`src/rtl/regfile_arbiter_pkg.sv`:
```
// ---------------------------------------------------------------------------
// regarb_pkg
// Shared definitions for the score register-file arbiter:
//   - arbState_t       : arbiter FSM state encoding (IDLE / GAME / DISP)
//   - DEF_DATA_W       : default register-file word width
//   - DEF_ADDR_W       : default register-file address width (8 entries)
//   - DEF_STARVE_LIMIT : default cycles the display may wait before it is
//                        forced a grant (used only with REGFILE_ARB_FAIR_EN)
//   - countWidth()     : bits needed to hold a saturating count up to a limit
// ---------------------------------------------------------------------------
package regarb_pkg;

  localparam int DEF_DATA_W       = 13;
  localparam int DEF_ADDR_W       = 3;
  localparam int DEF_STARVE_LIMIT = 8;

  typedef enum logic [1:0] {
    IDLE = 2'b00,
    GAME = 2'b01,
    DISP = 2'b10
  } arbState_t;

  // A counter that saturates at 'limit' must be able to hold 'limit' itself,
  // hence limit+1 distinct values.
  function automatic int countWidth(input int limit);
    int w;
    w = $clog2(limit + 1);
    if (w < 1) begin
      w = 1;
    end
    return w;
  endfunction

endpackage

```
`src/rtl/regfile_arbiter_if.sv`:
```
// ---------------------------------------------------------------------------
// regfile_arbiter_if
// Bundles the requester, register-file and read-result signals around the
// arbiter.
//   master modport : the environment (game FSM, display scanner, register
//                    file Q port) -- drives requests and rfReadData
//   slave modport  : the arbiter -- drives grants, register-file ports,
//                    registered read results, dispValid and busy
// Signals:
//   reqGame, reqDisp          access requests
//   gameWrite/gameAddr/gameData  game write strobe, address, data
//   dispAddr                  display read address (display never writes)
//   grantGame, grantDisp      current owner of the register-file ports
//   rfWriteEnable/rfWriteAddress/rfWriteData  register-file write port
//   rfReadAddress, rfReadData register-file read port
//   gameReadData, dispReadData registered read results
//   dispValid                 one-cycle pulse when dispReadData updates
//   busy                      arbiter is not idle
// ---------------------------------------------------------------------------
interface regfile_arbiter_if
  import regarb_pkg::*;
#(
  parameter int DATA_W = DEF_DATA_W,
  parameter int ADDR_W = DEF_ADDR_W
);

  logic              reqGame;
  logic              reqDisp;
  logic              gameWrite;
  logic [ADDR_W-1:0] gameAddr;
  logic [DATA_W-1:0] gameData;
  logic [ADDR_W-1:0] dispAddr;

  logic              grantGame;
  logic              grantDisp;

  logic              rfWriteEnable;
  logic [ADDR_W-1:0] rfWriteAddress;
  logic [DATA_W-1:0] rfWriteData;
  logic [ADDR_W-1:0] rfReadAddress;
  logic [DATA_W-1:0] rfReadData;

  logic [DATA_W-1:0] gameReadData;
  logic [DATA_W-1:0] dispReadData;
  logic              dispValid;
  logic              busy;

  modport master (
    output reqGame, reqDisp, gameWrite, gameAddr, gameData, dispAddr,
    output rfReadData,
    input  grantGame, grantDisp,
    input  rfWriteEnable, rfWriteAddress, rfWriteData, rfReadAddress,
    input  gameReadData, dispReadData, dispValid, busy
  );

  modport slave (
    input  reqGame, reqDisp, gameWrite, gameAddr, gameData, dispAddr,
    input  rfReadData,
    output grantGame, grantDisp,
    output rfWriteEnable, rfWriteAddress, rfWriteData, rfReadAddress,
    output gameReadData, dispReadData, dispValid, busy
  );

endinterface

```
`src/rtl/regfile_arbiter_starve_counter.sv`:
```
// ---------------------------------------------------------------------------
// starve_counter
// Saturating wait counter for the display requester. Only compiled when the
// fairness option REGFILE_ARB_FAIR_EN is defined; the default build has no
// starvation logic at all.
// Ports:
//   Clock  rising-edge clock
//   Reset  asynchronous active-high reset (count -> 0)
//   inc    count one waiting cycle
//   clr    display has the bus; restart the count (wins over inc)
//   flag   count has reached LIMIT
// ---------------------------------------------------------------------------
`ifdef REGFILE_ARB_FAIR_EN
module starve_counter
  import regarb_pkg::*;
#(
  parameter int LIMIT = DEF_STARVE_LIMIT
) (
  input  logic Clock,
  input  logic Reset,
  input  logic inc,
  input  logic clr,
  output logic flag
);

  localparam int             CNT_W = countWidth(LIMIT);
  localparam logic [CNT_W-1:0] MAX_COUNT = CNT_W'(LIMIT);

  logic [CNT_W-1:0] count;

  // Counts waiting cycles and parks at MAX_COUNT so the flag stays up until
  // the display is actually served.
  always_ff @(posedge Clock or posedge Reset) begin
    if (Reset) begin
      count <= '0;
    end else if (clr) begin
      count <= '0;
    end else if (inc && (count != MAX_COUNT)) begin
      count <= count + CNT_W'(1);
    end
  end

  assign flag = (count == MAX_COUNT);

endmodule
`endif

```
`src/rtl/regfile_arbiter.sv`:
```
// ---------------------------------------------------------------------------
// regfile_arbiter
// Two-requester arbiter for the score register file. The game FSM may read
// and write; the display scanner only reads. Ownership is a three-state Moore
// FSM (IDLE / GAME / DISP). The owner's address drives the read port, and
// the read word is registered into the owner's result register on the edge
// that ends each granted cycle (one-cycle read latency).
//
// Default build: strict game priority.
// With REGFILE_ARB_FAIR_EN defined: a starve_counter tracks how long the
// display has waited; once it reaches STARVE_LIMIT the display wins ties in
// IDLE and preempts an ongoing game grant.
//
// Parameters: DATA_W, ADDR_W, STARVE_LIMIT
// Ports:
//   Clock  rising-edge clock
//   Reset  asynchronous active-high reset
//   bus    regfile_arbiter_if.slave (requests, grants, register-file ports,
//          read results, dispValid, busy)
// ---------------------------------------------------------------------------
module regfile_arbiter
  import regarb_pkg::*;
#(
  parameter int DATA_W       = DEF_DATA_W,
  parameter int ADDR_W       = DEF_ADDR_W,
  parameter int STARVE_LIMIT = DEF_STARVE_LIMIT
) (
  input  logic             Clock,
  input  logic             Reset,
  regfile_arbiter_if.slave bus
);

  arbState_t         state;
  arbState_t         nextState;
  logic              starveFlag;
  logic [DATA_W-1:0] gameReadReg;
  logic [DATA_W-1:0] dispReadReg;
  logic              dispValidReg;
  logic [ADDR_W-1:0] readAddress;

  // State register.
  always_ff @(posedge Clock or posedge Reset) begin
    if (Reset) begin
      state <= IDLE;
    end else begin
      state <= nextState;
    end
  end

  // Next-state logic. A starving display beats a requesting game both in
  // IDLE and mid-grant; otherwise the game always has priority.
  always_comb begin
    nextState = IDLE;
    case (state)
      IDLE: begin
        if (bus.reqDisp && (starveFlag || !bus.reqGame)) begin
          nextState = DISP;
        end else if (bus.reqGame) begin
          nextState = GAME;
        end else begin
          nextState = IDLE;
        end
      end
      GAME: begin
        if (starveFlag && bus.reqDisp) begin
          nextState = DISP;
        end else if (bus.reqGame) begin
          nextState = GAME;
        end else if (bus.reqDisp) begin
          nextState = DISP;
        end else begin
          nextState = IDLE;
        end
      end
      DISP: begin
        if (bus.reqDisp) begin
          nextState = DISP;
        end else if (bus.reqGame) begin
          nextState = GAME;
        end else begin
          nextState = IDLE;
        end
      end
      default: nextState = IDLE;
    endcase
  end

`ifdef REGFILE_ARB_FAIR_EN
  starve_counter #(
    .LIMIT (STARVE_LIMIT)
  ) uStarveCounter (
    .Clock (Clock),
    .Reset (Reset),
    .inc   (bus.reqDisp && (state != DISP)),
    .clr   (state == DISP),
    .flag  (starveFlag)
  );
`else
  logic unusedStarveLimit;
  assign unusedStarveLimit = ^STARVE_LIMIT;
  assign starveFlag        = 1'b0;
`endif

  // Read port address follows the owner; parked at 0 when idle.
  always_comb begin
    readAddress = '0;
    case (state)
      GAME:    readAddress = bus.gameAddr;
      DISP:    readAddress = bus.dispAddr;
      default: readAddress = '0;
    endcase
  end

  // Read-result capture at the end of each granted cycle; the non-owner's
  // register holds. dispValid marks the cycle after every DISP cycle.
  always_ff @(posedge Clock or posedge Reset) begin
    if (Reset) begin
      gameReadReg  <= '0;
      dispReadReg  <= '0;
      dispValidReg <= 1'b0;
    end else begin
      dispValidReg <= (state == DISP);
      if (state == GAME) begin
        gameReadReg <= bus.rfReadData;
      end
      if (state == DISP) begin
        dispReadReg <= bus.rfReadData;
      end
    end
  end

  assign bus.grantGame      = (state == GAME);
  assign bus.grantDisp      = (state == DISP);
  assign bus.busy           = (state != IDLE);

  // Reset is folded in so a write strobe can never outlive a reset assertion,
  // even for the delta before the state register clears.
  assign bus.rfWriteEnable  = (state == GAME) && bus.gameWrite && !Reset;
  assign bus.rfWriteAddress = bus.gameAddr;
  assign bus.rfWriteData    = bus.gameData;
  assign bus.rfReadAddress  = readAddress;

  assign bus.gameReadData   = gameReadReg;
  assign bus.dispReadData   = dispReadReg;
  assign bus.dispValid      = dispValidReg;

endmodule
```
`src/flat_wrapper.sv`:
```
// flat-port wrapper written by rule: the top's interface ports become plain ports
module regfile_arbiter_flat import regarb_pkg::*;
#(
  parameter int DATA_W       = DEF_DATA_W,
  parameter int ADDR_W       = DEF_ADDR_W,
  parameter int STARVE_LIMIT = DEF_STARVE_LIMIT
)
  (Clock, Reset, bus_reqGame, bus_reqDisp, bus_gameWrite, bus_gameAddr, bus_gameData, bus_dispAddr, bus_rfReadData, bus_grantGame, bus_grantDisp, bus_rfWriteEnable, bus_rfWriteAddress, bus_rfWriteData, bus_rfReadAddress, bus_gameReadData, bus_dispReadData, bus_dispValid, bus_busy);
  regfile_arbiter_if #(.DATA_W(DATA_W), .ADDR_W(ADDR_W)) bus_i ();
  input  logic Clock;
  input  logic Reset;
  input wire logic [$bits(bus_i.reqGame)-1:0] bus_reqGame;
  input wire logic [$bits(bus_i.reqDisp)-1:0] bus_reqDisp;
  input wire logic [$bits(bus_i.gameWrite)-1:0] bus_gameWrite;
  input wire logic [$bits(bus_i.gameAddr)-1:0] bus_gameAddr;
  input wire logic [$bits(bus_i.gameData)-1:0] bus_gameData;
  input wire logic [$bits(bus_i.dispAddr)-1:0] bus_dispAddr;
  input wire logic [$bits(bus_i.rfReadData)-1:0] bus_rfReadData;
  output wire logic [$bits(bus_i.grantGame)-1:0] bus_grantGame;
  output wire logic [$bits(bus_i.grantDisp)-1:0] bus_grantDisp;
  output wire logic [$bits(bus_i.rfWriteEnable)-1:0] bus_rfWriteEnable;
  output wire logic [$bits(bus_i.rfWriteAddress)-1:0] bus_rfWriteAddress;
  output wire logic [$bits(bus_i.rfWriteData)-1:0] bus_rfWriteData;
  output wire logic [$bits(bus_i.rfReadAddress)-1:0] bus_rfReadAddress;
  output wire logic [$bits(bus_i.gameReadData)-1:0] bus_gameReadData;
  output wire logic [$bits(bus_i.dispReadData)-1:0] bus_dispReadData;
  output wire logic [$bits(bus_i.dispValid)-1:0] bus_dispValid;
  output wire logic [$bits(bus_i.busy)-1:0] bus_busy;
  assign bus_i.reqGame = bus_reqGame;
  assign bus_i.reqDisp = bus_reqDisp;
  assign bus_i.gameWrite = bus_gameWrite;
  assign bus_i.gameAddr = bus_gameAddr;
  assign bus_i.gameData = bus_gameData;
  assign bus_i.dispAddr = bus_dispAddr;
  assign bus_i.rfReadData = bus_rfReadData;
  assign bus_grantGame = bus_i.grantGame;
  assign bus_grantDisp = bus_i.grantDisp;
  assign bus_rfWriteEnable = bus_i.rfWriteEnable;
  assign bus_rfWriteAddress = bus_i.rfWriteAddress;
  assign bus_rfWriteData = bus_i.rfWriteData;
  assign bus_rfReadAddress = bus_i.rfReadAddress;
  assign bus_gameReadData = bus_i.gameReadData;
  assign bus_dispReadData = bus_i.dispReadData;
  assign bus_dispValid = bus_i.dispValid;
  assign bus_busy = bus_i.busy;
  regfile_arbiter #(.DATA_W(DATA_W), .ADDR_W(ADDR_W), .STARVE_LIMIT(STARVE_LIMIT)) u_core (.Clock(Clock), .Reset(Reset), .bus(bus_i));
endmodule
```
`config.mk`:
```
export PLATFORM = sky130hd
export DESIGN_NAME = regfile_arbiter_flat
export DESIGN_NICKNAME = d
export VERILOG_FILES = /design/src/rtl/regfile_arbiter_pkg.sv /design/src/rtl/regfile_arbiter_if.sv /design/src/rtl/regfile_arbiter_starve_counter.sv /design/src/rtl/regfile_arbiter.sv /design/src/flat_wrapper.sv
export SDC_FILE = /design/constraint.sdc
export NUM_CORES = 1
export LEC_CHECK = 0
export ABC_AREA = 0
export CAP_MARGIN = 10
export CORE_UTILIZATION = 31
export CTS_BUF_LIST = sky130_fd_sc_hd__clkbuf_4
export CTS_CLUSTER_SIZE = 28
export DETAILED_ROUTE_END_ITERATION = 12
export PLACE_DENSITY = 0.67
export SYNTH_ARGS = -nofsm -noshare
export SYNTH_HDL_FRONTEND = slang
export SYNTH_SLANG_ARGS = --single-unit
```
`constraint.sdc`:
```
create_clock -name Clock -period 3.9 [get_ports Clock]
set_input_delay 0.585 -clock Clock [delete_from_list [all_inputs] [get_ports Clock]]
set_output_delay 0.585 -clock Clock [all_outputs]
set_load 0.01 [all_outputs]
```
Yosys cells after proc, flatten, opt, wreduce, memory -nomap -nowiden
Index checks and enable logic that the tools add are counted.
- flip-flop bits (word level): 29
- bits in latches: 0
- bits in writable memories: 0
- ROM bits: 0
- input bits: 37
- output and inout port bits: 50
- logic and storage cells: 20
- memories kept: 0
- add/subtract/negate cells: 0
- $mul: 0
- divide/modulo/power cells: 0
- order comparisons: 0
- equal/unequal tests: 2
- shift operators: 0
- mux-type cells: 7
- bitwise operators: 0
- reductions and logical operators: 7
- operators by type and width (operator ; number):
    $mux W2 ; 4
    $pmux W2 S3 ; 1
    $pmux W3 S2 ; 1
    $logic_and A1 B1 Y1 ; 3
    $eq A2 B1 Y1 const B ; 1
    $eq A2 B2 Y1 const B ; 1
    $logic_not A1 Y1 ; 2
    $logic_not A2 Y1 ; 1
    $reduce_bool A2 Y1 ; 1
    $mux W1 ; 1

Longest topological paths before layout
Gate-level depths: netlist of the first run.
- depth in word-level cells: 4
- mapped depth: 5
- depth with buffers taken out: 4

Worst setup path after synthesis of the first run
OpenSTA, ideal clock, no wires.
- path type: input to output
- start point: input Reset
- end point: output bus_rfWriteEnable
- data arrival time: 1.529 ns
- required time: 3.315 ns
- path slack: 1.786 ns
- cell stages on the path: 2
- buffers on the path: 0
- cell sequence: inv_1 -> and3_2
- longest elaborated chain between the ends: 2
- RTL lines (what ; line ; source):
    from (decl) ; flat_wrapper.sv:11 ; input logic Reset;
    $logic_not A1 Y1 (no source line) ; - ;
    $logic_and A1 B1 Y1 ; regfile_arbiter.sv:138 ; assign bus.rfWriteEnable = (state == GAME) && bus.gameWrite && !Reset;
    to (decl) ; flat_wrapper.sv:21 ; output wire logic [$bits(bus_i.rfWriteEnable)-1:0] bus_rfWriteEnable;
Every way passes these cells.

Worst setup path in the final report of the first run
- start point: register u_core.state[1]
- end point: output bus_rfWriteEnable
- longest elaborated chain between the ends: 3
- RTL lines (what ; line ; source):
    from (decl) ; regfile_arbiter.sv:33 ; arbState_t state;
    from (signal assigned) ; regfile_arbiter.sv:46 ; state <= nextState;
    $eq A2 B1 Y1 ; regfile_arbiter.sv:138 ;
    $logic_and A1 B1 Y1 (2 in series) ; regfile_arbiter.sv:138 ;
Every way passes these cells.

==> metrics.log, run 1 <==
INFO  metric routed_via_density = 4.566
INFO  metric timing.critical_path.slowest_cell_delay = 0.53 ns
INFO  metric cts.htree.levels = 2
INFO  metric clk_pin_slew = 0.09 ns
INFO  metric wl_per_cell = 15.15 um
INFO  metric via_count = 895
INFO  metric cts_tree = done
INFO  metric synth_area_leader_cell = dfrtp_1
INFO  metric syn_area_per_cell = 14.55 sq um
INFO  metric die_height = 68.78 um
INFO  metric power_density = 675.4 nW/um^2
INFO  metric core_area = 4144 sq um
INFO  metric slew_headroom = 0.5402
INFO  metric post-cts-setup-buffers = 0
INFO  metric most_common_library_cell_in_the_layout_ignoring_fill_and_taps = clkdlybuf4s50_1
INFO  metric fp.dieW = 68.78 um
INFO  metric yosys_warnings = 0
INFO  metric leakage = 0.8398 nW
INFO  metric yosys_top_cell_area_share = 0.5249
INFO  metric path_cells = inv_1 > ha_1 > buf_4 > and3_2 > clkdlybuf4s50_1
INFO  metric area_delta_synth_final = 41.27%
INFO  metric fin_hold_ws = 0.5136 ns
INFO  metric floorplan.initialDensity = 0.3336
INFO  metric mostFrequentLayoutCells = clkdlybuf4s50_1 (60), dfrtp_1 (29), mux2_2 (17)
INFO  metric crit_required = 3.31 ns
INFO  metric finalSetupTns = 0 ns
INFO  metric run_status = completed
INFO  metric drt_wl_total = 2.969 mm
INFO  metric clock_path_buffers = 2
INFO  metric cp_slowest_cell = clkdlybuf4s50_1
INFO  metric antenna_left = 0
INFO  metric cp-end-kind = output pin
INFO  metric floorplan.io_pins = 87
INFO  metric critical-path-top-delay-family = buffers and inverters
INFO  metric post_synth_inst_count = 95
INFO  metric number_of_global_route_vias_before_repair = 967
INFO  metric clockRootBuffer = clkbuf_4
INFO  metric placement.setup.worst_slack = 1.121 ns
INFO  metric clockPowerShare = 0.131
INFO  metric drt-pass1-iter-count = 2
INFO  metric timing.hold.worst.start = u_core.bus.dispReadData[11]
INFO  metric synth.lib_cells_used.distinct = 14
INFO  metric cp-startpoint = u_core.state[1]
INFO  metric peakVddDrop = 0.3018 mV
INFO  metric startpoint_type = flip-flop
INFO  metric grt.overflow.total = 0
INFO  metric p_int = 0.9227 mW
INFO  metric totalPowerFinal = 1.319 mW
INFO  metric layout.core_utilization = 0.4713
INFO  metric crit_type = reg2out
INFO  metric dieArea = 4731 sq um
INFO  metric net-switching-power = 0.3965 mW
INFO  metric period_share = 0.7323
INFO  metric postCtsResizedCells = 0
INFO  metric synth.ff_latch_count = 29
INFO  metric rows = 23
INFO  metric report.final.setup_viol = 0
INFO  metric antenna_cells_inserted = 0
INFO  metric cts-hold-fix-buffers = 0
INFO  metric fmaxAchievable = 350.2 MHz
INFO  metric dpl-instance-area = 1898 sq um
INFO  metric num-nets-final = 187
INFO  metric drv_cap = 0
INFO  metric post_layout_nonfiller_instances = 196
INFO  metric clk-insertion-delay-late = 0.32 ns
INFO  metric share_seq_of_total_power = 0.388
INFO  metric fin_skew = 0.004292 ns
INFO  metric initialDrtViolationCount = 36
INFO  metric post-route-drc-count = 0
INFO  metric slew_violations = 0
INFO  metric layout_cell_share_with_drive_strength_beyond_1 = 0.2671
INFO  metric synthTopCellsByArea = dfrtp_1 (52%), mux2_2 (14%), mux2_4 (9.8%)
INFO  metric fillers = 399
INFO  metric r2r_start = u_core.state[1]
INFO  metric design_area = 1953 sq um
INFO  metric numPlacedInstances = 188
INFO  metric place.gp.congestion = 0.7126
INFO  metric crit_fanout = 11
INFO  metric min_path_type = reg2reg
INFO  metric final.setup.worst_slack = 1.044 ns
INFO  metric grt_first_pass_wirelength = 4.595 mm
INFO  metric clock-sinks = 29
INFO  metric worst_ep_arrival_time = 2.27 ns
INFO  metric track_usage = 0.1379
INFO  metric cts_made_buffers = 5
INFO  metric power.combinational.fraction = 0.481
INFO  metric hpwlAfterDp = 2.229 mm
INFO  metric synth.yosys.seq_area_share = 0.5249
INFO  metric rsz_0062_raised_after_global_routing = false
INFO  metric postSynthNetCount = 137
INFO  metric synth_area = 1383 sq um
INFO  metric p_sw_frac = 0.3006
INFO  metric buf_inv_stages_crit_path = 3
INFO  metric antenna_violations_before_repair = 0
INFO  metric slew_at_the_pin_closest_to_its_max_slew_limit = 0.6897 ns
INFO  metric i_o_buffers = 60
INFO  metric grt_start_max_net_pins = 31
INFO  metric timing_hold_violations_final = 0
INFO  metric finalWorstPathRequiredPeriod = 2.856 ns
[path summary, 6_finish.rpt]
check	to	slack [ns]	depth (start not counted)
max	bus_rfWriteEnable	1.04	5
min	u_core.bus.dispReadData[11]	0.51	1
max reg2reg	u_core.bus.gameReadData[10]	2.22	4
min reg2reg	u_core.bus.dispReadData[11]	0.51	1
max in group asynchronous	u_core.state[1]	3.00	3
min in group asynchronous	u_core.bus.dispReadData[1]	0.63	3
[sequential cells by signal, indices dropped and copies added (netlist names)]
| name | flops |
|---|---|
| u_core.state | 2 |
| u_core.bus.dispReadData | 13 |
| u_core.bus.gameReadData | 13 |
| u_core.bus.dispValid | 1 |
[power by group through the flow]
stage	clock (mW)	combinational [mW]	sequential [mW]
after floorplan	0	0.252	0.573
after global placement	0	0.634	0.514
after detailed placement	0	0.642	0.518
after CTS	0.184	0.645	0.514
after global routing	0.204	0.678	0.530
final	0.173	0.634	0.512
[cell families after synthesis]
family / share of synthesized area
compound gates: 0.03891
fa+ha+maj: 0.04525
buf+inv: 0.1312
flops: 0.5249
mux: 0.2362
simple gates: 0.02353
[area by class of cell]
cell class,count,area (sq um),share of cell area
multi-input cells,42,475.5,0.2434
clock inverters,3,17.52,0.008969
well taps,50,62.56,0.03203
inverters,5,18.77,0.009609
clock buffers,5,37.54,0.01922
repair buffers,62,615.6,0.3152
flip-flops and latches,29,725.7,0.3716
[metal layers]
metal	track usage	part of all wire	up-vias
met5	0	0	-
met3	0.04934	0.055	18
met1	0.1455	0.38	443
met2	0.2390	0.54	26
li1	-	-	408
met4	0.07398	0.028	0
[synth_stat cells, drive strengths merged]
cell type  number
a22oi           3
and3            1
buf            19
dfrtp          29
ha              5
inv             5
mux2           26
nor2b           4
o211a           1
o21ba           1
o311a           1
No activity file was read; power rests on OpenSTA's default activity.
==> run 2, diff against run 1 <==
==> constraint.sdc (replaced) <==
create_clock -name Clock -period 2.8 [get_ports Clock]
set_input_delay 0.42 -clock Clock [delete_from_list [all_inputs] [get_ports Clock]]
set_output_delay 0.42 -clock Clock [all_outputs]
set_load 0.01 [all_outputs]
==> metrics.log, run 2 (same netlist as run 1, synthesis figures left out) <==
INFO  metric rsz_0062_raised_after_global_routing = false (unchanged)
INFO  metric slew_at_the_pin_closest_to_its_max_slew_limit = 0.6830 ns (was 0.6897 ns)
INFO  metric clock-sinks = 29 (unchanged)
INFO  metric cts-hold-fix-buffers = 0 (unchanged)
INFO  metric buf_inv_stages_crit_path = 2 (was 3)
INFO  metric via_count = 904 (was 895)
INFO  metric track_usage = 0.1312 (was 0.1379)
INFO  metric floorplan.initialDensity = 0.3336 (unchanged)
INFO  metric grt.overflow.total = 0 (unchanged)
INFO  metric min_path_type = in2async (was reg2reg)
INFO  metric placement.setup.worst_slack = 0.7007 ns (was 1.121 ns)
INFO  metric grt_start_max_net_pins = 30 (was 31)
INFO  metric rows = 23 (unchanged)
INFO  metric drt_wl_total = 2.928 mm (was 2.969 mm)
INFO  metric finalWorstPathRequiredPeriod = 2.431 ns
INFO  metric peakVddDrop = 0.3972 mV (was 0.3018 mV)
INFO  metric postCtsResizedCells = 0 (unchanged)
INFO  metric cts_made_buffers = 5 (unchanged)
INFO  metric clockRootBuffer = clkbuf_4 (unchanged)
INFO  metric power_density = 941.6 nW/um^2 (was 675.4 nW/um^2)
INFO  metric numPlacedInstances = 189 (was 188)
INFO  metric num-nets-final = 188 (was 187)
INFO  metric clock_path_buffers = 2 (unchanged)
INFO  metric i_o_buffers = 60 (unchanged)
INFO  metric p_sw_frac = 0.3021 (was 0.3006)
INFO  metric report.final.setup_viol = 0 (unchanged)
INFO  metric cp-end-kind = output pin (unchanged)
INFO  metric cts.htree.levels = 2 (unchanged)
INFO  metric drv_cap = 0 (unchanged)
INFO  metric wl_per_cell = 14.86 um (was 15.15 um)
INFO  metric crit_fanout = 6 (was 11)
INFO  metric grt_first_pass_wirelength = 4.471 mm (was 4.595 mm)
INFO  metric antenna_cells_inserted = 0 (unchanged)
INFO  metric critical-path-top-delay-family = buffers and inverters (unchanged)
INFO  metric share_seq_of_total_power = 0.384 (was 0.388)
INFO  metric antenna_left = 0 (unchanged)
INFO  metric fin_skew = 0.009108 ns (was 0.004292 ns)
INFO  metric final.setup.worst_slack = 0.3687 ns (was 1.044 ns)
INFO  metric seqCellArea = 725.7 sq um (unchanged)
INFO  metric post-route-drc-count = 0 (unchanged)
INFO  metric mostFrequentLayoutCells = clkdlybuf4s50_1 (60), dfrtp_1 (29), mux2_2 (17) (unchanged)
INFO  metric fillers = 391 (was 399)
INFO  metric fp.dieW = 68.78 um (unchanged)
INFO  metric cp_slowest_cell = clkdlybuf4s50_1 (unchanged)
INFO  metric routed_via_density = 4.589 (was 4.566)
INFO  metric path_cells = inv_1 > ha_1 > a22oi_1 > nor2b_1 > clkdlybuf4s50_1 (was inv_1 > ha_1 > buf_4 > and3_2 > clkdlybuf4s50_1)
INFO  metric crit_type = reg2out (unchanged)
INFO  metric post_layout_nonfiller_instances = 197 (was 196)
INFO  metric period_share = 0.8683
INFO  metric clockPowerShare = 0.134 (was 0.131)
INFO  metric r2r_start = u_core.state[0] (was u_core.state[1])
INFO  metric worst_ep_arrival_time = 2.01 ns (was 2.27 ns)
INFO  metric hpwlAfterDp = 2.192 mm (was 2.229 mm)
INFO  metric dieArea = 4731 sq um (unchanged)
INFO  metric antenna_violations_before_repair = 0 (unchanged)
INFO  metric timing.critical_path.slowest_cell_delay = 0.55 ns (was 0.53 ns)
INFO  metric floorplan.io_pins = 87 (unchanged)
INFO  metric slew_violations = 0 (unchanged)
INFO  metric fmaxAchievable = 411.3 MHz
INFO  metric drt-pass1-iter-count = 4 (was 2)
INFO  metric timing_hold_violations_final = 0 (unchanged)
INFO  metric cp-startpoint = u_core.state[0] (was u_core.state[1])
INFO  metric p_int = 1.288 mW (was 0.9227 mW)
INFO  metric run_status = completed (unchanged)
INFO  metric place.gp.congestion = 0.7057 (was 0.7126)
INFO  metric finalSetupTns = 0 ns (unchanged)
INFO  metric core_area = 4144 sq um (unchanged)
INFO  metric leakage = 0.8449 nW (was 0.8398 nW)
INFO  metric net-switching-power = 0.5576 mW (was 0.3965 mW)
INFO  metric power.combinational.fraction = 0.482 (was 0.481)
INFO  metric layout_cell_share_with_drive_strength_beyond_1 = 0.2721 (was 0.2671)
INFO  metric number_of_global_route_vias_before_repair = 989 (was 967)
INFO  metric fin_hold_ws = 0.4725 ns (was 0.5136 ns)
INFO  metric die_height = 68.78 um (unchanged)
INFO  metric cts_tree = done (unchanged)
INFO  metric startpoint_type = flip-flop (unchanged)
INFO  metric area_of_the_multi_input_gates = 475.5 sq um (unchanged)
INFO  metric clk-insertion-delay-late = 0.33 ns (was 0.32 ns)
INFO  metric clk_pin_slew = 0.10 ns (was 0.09 ns)
INFO  metric most_common_library_cell_in_the_layout_ignoring_fill_and_taps = clkdlybuf4s50_1 (unchanged)
INFO  metric slew_headroom = 0.5447 (was 0.5402)
INFO  metric area_delta_synth_final = 41.81% (was 41.27%)
INFO  metric crit_required = 2.38 ns (was 3.31 ns)
INFO  metric initialDrtViolationCount = 27 (was 36)
INFO  metric post-cts-setup-buffers = 0 (unchanged)
[run 2: cell count changes in the layout (fill, tap and decap cells not counted)]
cell and delta:
buf_4 +1
[run 2: final cells by class]
type / count / share of cell area
flip-flops and latches: 29 / 0.3701
repair buffers: 63 / 0.3178
multi-input cells: 42 / 0.2425
well taps: 50 / 0.03191
clock buffers: 5 / 0.01914
inverters: 5 / 0.009572
clock inverters: 3 / 0.008934
[run 2: worst min-delay path, cell delays in order]
cell	delay, ns
clkdlybuf4s50_1	0.39
inv_1	0.07
buf_4	0.34
[run 2: metal layers]
layer	part of all wire	wire, um	GRT usage
met1	0.37	1094	0.1433
met3	0.057	166	0.05592
met4	0.019	57	0.05867
met5	0	0	0
met2	0.55	1610	0.2206
[run 2: path summary, 6_finish.rpt]
kind	cells past startpoint	slack (ns)	to
max reg2reg	3	1.14	u_core.bus.dispReadData[11]
max in group asynchronous	3	2.06	u_core.bus.dispReadData[11]
min	3	0.47	u_core.bus.gameReadData[0]
max	5	0.37	bus_rfReadAddress[0]
min in group Clock	1	0.51	u_core.bus.dispReadData[12]
min reg2reg	1	0.51	u_core.bus.dispReadData[12]
[run 2: stage by stage]
step	area, sq um	power [mW]	util
global placement	1906	1.598	0.4598
CTS	1961	1.876	0.4731
finish	1961	1.846	0.4731
global route	1961	1.961	0.4731
detailed placement	1906	1.619	0.4598
floorplan	1383	1.148	-
[run 2: power groups by stage]
stage | logic, mW | clock network, mW | registers [mW]
global route | 0.949 | 0.275 | 0.737
global placement | 0.888 | 0 | 0.710
detailed placement | 0.899 | 0 | 0.720
CTS | 0.902 | 0.260 | 0.714
floorplan | 0.351 | 0 | 0.798
finish | 0.890 | 0.248 | 0.708
